==> src/rtl/bin_to_bcd_seq.sv <==
// bin_to_bcd_seq: sequential binary-to-BCD converter (double-dabble) for the
// calculator result path. Accepts an unsigned or two's-complement operand,
// produces BCD digits, a sign flag and active-low 7-segment patterns for a
// four-digit display.
//
// Handshake: a request is accepted on a rising edge where start=1 and the
// engine is idle; busy is high from that edge until the completion edge,
// where done pulses for exactly one cycle. start while busy is dropped.
// start in the done cycle is accepted (the engine is already idle).
module bin_to_bcd_seq #(
  parameter int WIDTH  = 8,
  parameter int DIGITS = 3
) (
  input  logic                  CLK,
  input  logic                  reset,
  input  logic                  start,
  input  logic                  signed_mode,
  input  logic [WIDTH-1:0]      bin_in,
  output logic                  busy,
  output logic                  done,
  output logic                  neg,
  output logic [4*DIGITS-1:0]   bcd,
  output logic [0:6]            hex0,
  output logic [0:6]            hex1,
  output logic [0:6]            hex2,
  output logic [0:6]            hex3,
  output logic                  state_dbg
);

  localparam int CW = $clog2(WIDTH + 1);

  localparam logic [0:6] SEG_BLANK = 7'b1111111;
  localparam logic [0:6] SEG_MINUS = 7'b1111110;
  localparam logic [0:6] SEG_ZERO  = 7'b0000001;

  typedef enum logic {IDLE = 1'b0, SHIFT = 1'b1} state_t;

  state_t              state;
  logic [CW-1:0]       count;
  logic [4*DIGITS-1:0] scr;       // BCD scratch, never visible on outputs
  logic [WIDTH-1:0]    mag;       // magnitude being shifted out
  logic                neg_pend;  // sign of the conversion in flight

  logic [4*DIGITS-1:0] adj;
  logic [4*DIGITS-1:0] next_scr;
  logic [WIDTH-1:0]    next_mag;
  logic [3:0]          dig0, dig1, dig2;

  assign state_dbg = state;

  // Active-low a..g glyph for one decimal digit.
  function automatic logic [0:6] seg7(input logic [3:0] d);
    logic [0:6] s;
    case (d)
      4'd0:    s = 7'b0000001;
      4'd1:    s = 7'b1001111;
      4'd2:    s = 7'b0010010;
      4'd3:    s = 7'b0000110;
      4'd4:    s = 7'b1001100;
      4'd5:    s = 7'b0100100;
      4'd6:    s = 7'b0100000;
      4'd7:    s = 7'b0001111;
      4'd8:    s = 7'b0000000;
      4'd9:    s = 7'b0000100;
      default: s = SEG_BLANK;
    endcase
    return s;
  endfunction

  // One double-dabble iteration: add 3 to every nibble >= 5, then shift
  // the combined {BCD, magnitude} register left by one bit.
  always_comb begin
    adj = scr;
    for (int d = 0; d < DIGITS; d++) begin
      if (scr[4*d +: 4] >= 4'd5) adj[4*d +: 4] = scr[4*d +: 4] + 4'd3;
    end
    next_scr = {adj[4*DIGITS-2:0], mag[WIDTH-1]};
    next_mag = {mag[WIDTH-2:0], 1'b0};
    // Display digits are taken from the final iteration result; the
    // display supports up to three digits.
    dig0 = next_scr[3:0];
    dig1 = next_scr[7:4];
    dig2 = next_scr[11:8];
  end

  // Control FSM, conversion datapath and registered display outputs.
  always_ff @(posedge CLK or posedge reset) begin
    if (reset) begin
      state    <= IDLE;
      count    <= '0;
      scr      <= '0;
      mag      <= '0;
      neg_pend <= 1'b0;
      busy     <= 1'b0;
      done     <= 1'b0;
      neg      <= 1'b0;
      bcd      <= '0;
      hex0     <= SEG_ZERO;
      hex1     <= SEG_BLANK;
      hex2     <= SEG_BLANK;
      hex3     <= SEG_BLANK;
    end else begin
      done <= 1'b0;
      case (state)
        IDLE: begin
          if (start) begin
            // Negating 8'h80 yields 8'h80, which read unsigned is 128.
            if (signed_mode && bin_in[WIDTH-1]) begin
              mag      <= ~bin_in + 1'b1;
              neg_pend <= 1'b1;
            end else begin
              mag      <= bin_in;
              neg_pend <= 1'b0;
            end
            scr   <= '0;
            count <= '0;
            busy  <= 1'b1;
            state <= SHIFT;
          end
        end
        SHIFT: begin
          scr   <= next_scr;
          mag   <= next_mag;
          count <= count + 1'b1;
          if (count == CW'(WIDTH - 1)) begin
            bcd   <= next_scr;
            neg   <= neg_pend;
            hex0  <= seg7(dig0);
            hex1  <= (dig2 == 4'd0 && dig1 == 4'd0) ? SEG_BLANK : seg7(dig1);
            hex2  <= (dig2 == 4'd0) ? SEG_BLANK : seg7(dig2);
            hex3  <= neg_pend ? SEG_MINUS : SEG_BLANK;
            busy  <= 1'b0;
            done  <= 1'b1;
            state <= IDLE;
          end
        end
        default: state <= IDLE;
      endcase
    end
  end

endmodule
==> config.mk <==
export PLATFORM = sky130hd
export DESIGN_NAME = bin_to_bcd_seq
export DESIGN_NICKNAME = d
export VERILOG_FILES = /design/src/rtl/bin_to_bcd_seq.sv
export SDC_FILE = /design/constraint.sdc
export NUM_CORES = 1
export LEC_CHECK = 0
export BUFFER_PORTS_ARGS = -buffer_cell sky130_fd_sc_hd__buf_2
export CAP_MARGIN = 20
export CORE_ASPECT_RATIO = 1.1
export CORE_MARGIN = 4
export CORE_UTILIZATION = 35
export CTS_CLUSTER_DIAMETER = 120
export DETAILED_ROUTE_END_ITERATION = 7
export SYNTH_ARGS = -nofsm -noshare
export SYNTH_HDL_FRONTEND = slang
export SYNTH_SLANG_ARGS = --single-unit
==> constraint.sdc <==
create_clock -name CLK -period 7.1 [get_ports CLK]
set_input_delay 0.71 -clock CLK [delete_from_list [all_inputs] [get_ports CLK]]
set_output_delay 0.71 -clock CLK [all_outputs]
set_load 0.02 [all_outputs]
==> results.cfg <==
[clock_tree]
holdBufCountCts = 0
clk_latency_ns = 0.34
cts_tree = yes
htreeDepth = 3
clockBufferDepth = 2
clock-sinks = 63
cts-resized-gates = 0
root_buffer = clkbuf_8
cts_buffers = 9
clk_pin_slew_worst_paths_ns = 0.07
cts_setup_buffers = 0

[floorplan]
die_w_um = 105.5
num_rows = 38
dieArea_mm2 = 0.01215
start_util_pct = 36.44
pin_count = 56
die_h_um = 115.2
coreArea_mm2 = 0.01003

[sta]
clock.fmax_ghz = 0.3962
slew_violations = 0
rsz0062_at_grt = no
tns_ns = 0
worstMarginPinSlew_ns = 0.8057
fin_crit_sh_pct = 35.55
fin_crit_ns = 2.524
finalHoldViolCount = 0
maxSlewHeadroom_pct = 46.29
timing.final.ws_setup_ns = 4.576
setup_viol = 0
fin_skew_ns = 0.007447

[drt]
routedWlPerCell_um = 13.89
wl_mm = 8.179
num_vias = 2991
drc = 0
viasPerCell = 5.078
drtAntennaViolNets = 0
drtIter0Drc = 193
drtPass1Iterations = 4

[critical_path]
cp_slowest_stage_delay_ns = 0.47
crit_type = reg2reg
endpoint_kind = flop
arrival_ns = 2.78
cp.required_ns = 7.35
cp_slowest_cell = dfrtp_1
path_max_fanout = 7
start_kind = flop
path_cells = inv_1 -> ha_1 -> or3b_4 -> o211ai_2 -> and2_0 -> ha_1 -> nand3_1 -> a21oi_1 -> o31ai_1
crit_top_cell = ha_1

[logic_synthesis]
ys_ff_latch = 63
synth_edf_count = 0
netlist.top_cell.by_area = dfrtp_1
synth_area_leaders = dfrtp_1, dfstp_2, nand2_1
synthCells = 402
yosys_warnings = 0
synthFlopType = dfrtp_1
synth_cell_types = 64
synth_top_area_share_pct = 32.17
syn_area_mm2 = 0.003656
ys_async_sr_fraction_pct = 100.0
ys_seq_area_share_pct = 43.67
synth.avg_cell_area_um2 = 9.095

[layout]
final_nets = 473
fillCellCount = 1003
layout_common_cells = nand2_1, buf_2, dfrtp_1
final_common_cell = nand2_1
area_growth_pct = 14.65
diodes = 0
seqCellArea_mm2 = 0.001597
design_area_mm2 = 0.004192
multi_input_area_mm2 = 0.001864
drive_gt1_share_pct = 22.27

[place]
place_area_mm2 = 0.003979
preCtsSetupSlack_ns = 4.622
io_buffers = 49
gp_congestion = 0.8313
dp_hpwl_mm = 5.644

[run_status]
status = finished, final reports clean

[global_route]
grt_pass1_vias = 2873
antenna_found_initial = 0
grt_max_degree = 64
grt_pass1_wl_mm = 13.81
grt_overflow_total = 0
grt_usage_pct = 13.93

[power_and_ir_drop]
peakVddDrop_v = 0.0001608
fin_total_pwr_uw = 2279
powerDensity_mw_per_mm2 = 543.8
power_leakage_uw = 0.001948

[run]
maxCapViolCount = 0

[min_path]
hp-class = reg2reg
==> cell type report <==
type | count | share of cell area [%]
inverter | 20 | 1.791
timing repair buffer | 52 | 6.388
clock inverter | 6 | 2.030
multi-input combinational | 298 | 44.48
clock buffer | 10 | 3.045
sequential | 63 | 38.09
tap | 140 | 4.179
==> worst max-delay path: cells and delay by family, from the launching register on <==
kind | cells | cell delay [ns]
AOI/OAI and AO/OA | 3 | 0.43
adders and majority gates | 2 | 0.54
buffers and inverters | 1 | 0.12
DFF | 1 | 0.47
and+or+nand+nor | 3 | 0.88
==> cells by family (layout without fill, tap and decap cells) <==
kind of cell,Yosys count,count (layout),share of synthesized area [%]
simple gates,134,134,16.91
compound gates,127,127,22.96
flops,63,63,43.67
buf+inv,46,88,5.852
fa+ha+maj,17,17,5.818
mux,9,9,3.114
xor+xnor,5,5,1.574
other cells,1,6,0.1026
==> worst paths after layout <==
| kind | start | to | slack (ns) | depth (start not counted) |
|---|---|---|---|---|
| hold / removal | bcd[9] | bcd[9] | 0.47 | 2 |
| min in group asynchronous | reset | mag[4] | 0.59 | 3 |
| setup / recovery | scr[8] | hex2[3] | 4.58 | 9 |
| setup reg to reg | scr[8] | hex2[3] | 4.58 | 9 |
| hold reg to reg | bcd[9] | bcd[9] | 0.47 | 2 |
| max in group asynchronous | reset | bcd[7] | 5.98 | 3 |
==> per-layer routing <==
metal | GRT usage (%) | share of wire [%] | up-vias | wire length [µm]
li1 | - | - | 1489 | -
met1 | 19.11 | 49 | 1431 | 4000
met2 | 21.17 | 45 | 62 | 3708
met3 | 2.807 | 4.1 | 9 | 335
met4 | 6.562 | 1.7 | 0 | 135
met5 | 0 | 0 | - | 0
==> through the flow <==
stage	hold slack [ns]	std cells	utilization (%)
after floorplan	0.4207	407	-
after global placement	0.4437	573	39.66
after detailed placement	0.4603	573	39.66
after CTS	0.4781	589	41.78
after global routing	0.4918	589	41.78
final	0.4724	589	41.78
==> cell usage after synthesis (all sizes together) (4+ instances only) <==
library cell,n
nor3,9
o21ai,47
a21oi,27
inv,20
buf,14
nand2b,10
and2,4
dfstp,16
or3,4
o21a,4
a31oi,4
mux2i,6
ha,17
dfrtp,47
o31ai,14
o211ai,4
a211oi,4
nor2,21
clkbuf,12
nand3,9
nand2,67
==> sequential cells by signal (all words and copies together), names as in the netlist, 4 cells and up <==
name   flops
hex0       7
hex2       7
bcd       12
scr       12
count      4
mag        8
hex1       7
==> report_power, final <==
group          leakage [µW]  switching [µW]  internal (µW)  total (µW)
sequential         0.000760             127            552         679
clock              0.000102             145            196         342
combinational       0.00109             782            477        1260
No activity file was read; power rests on OpenSTA's default activity.
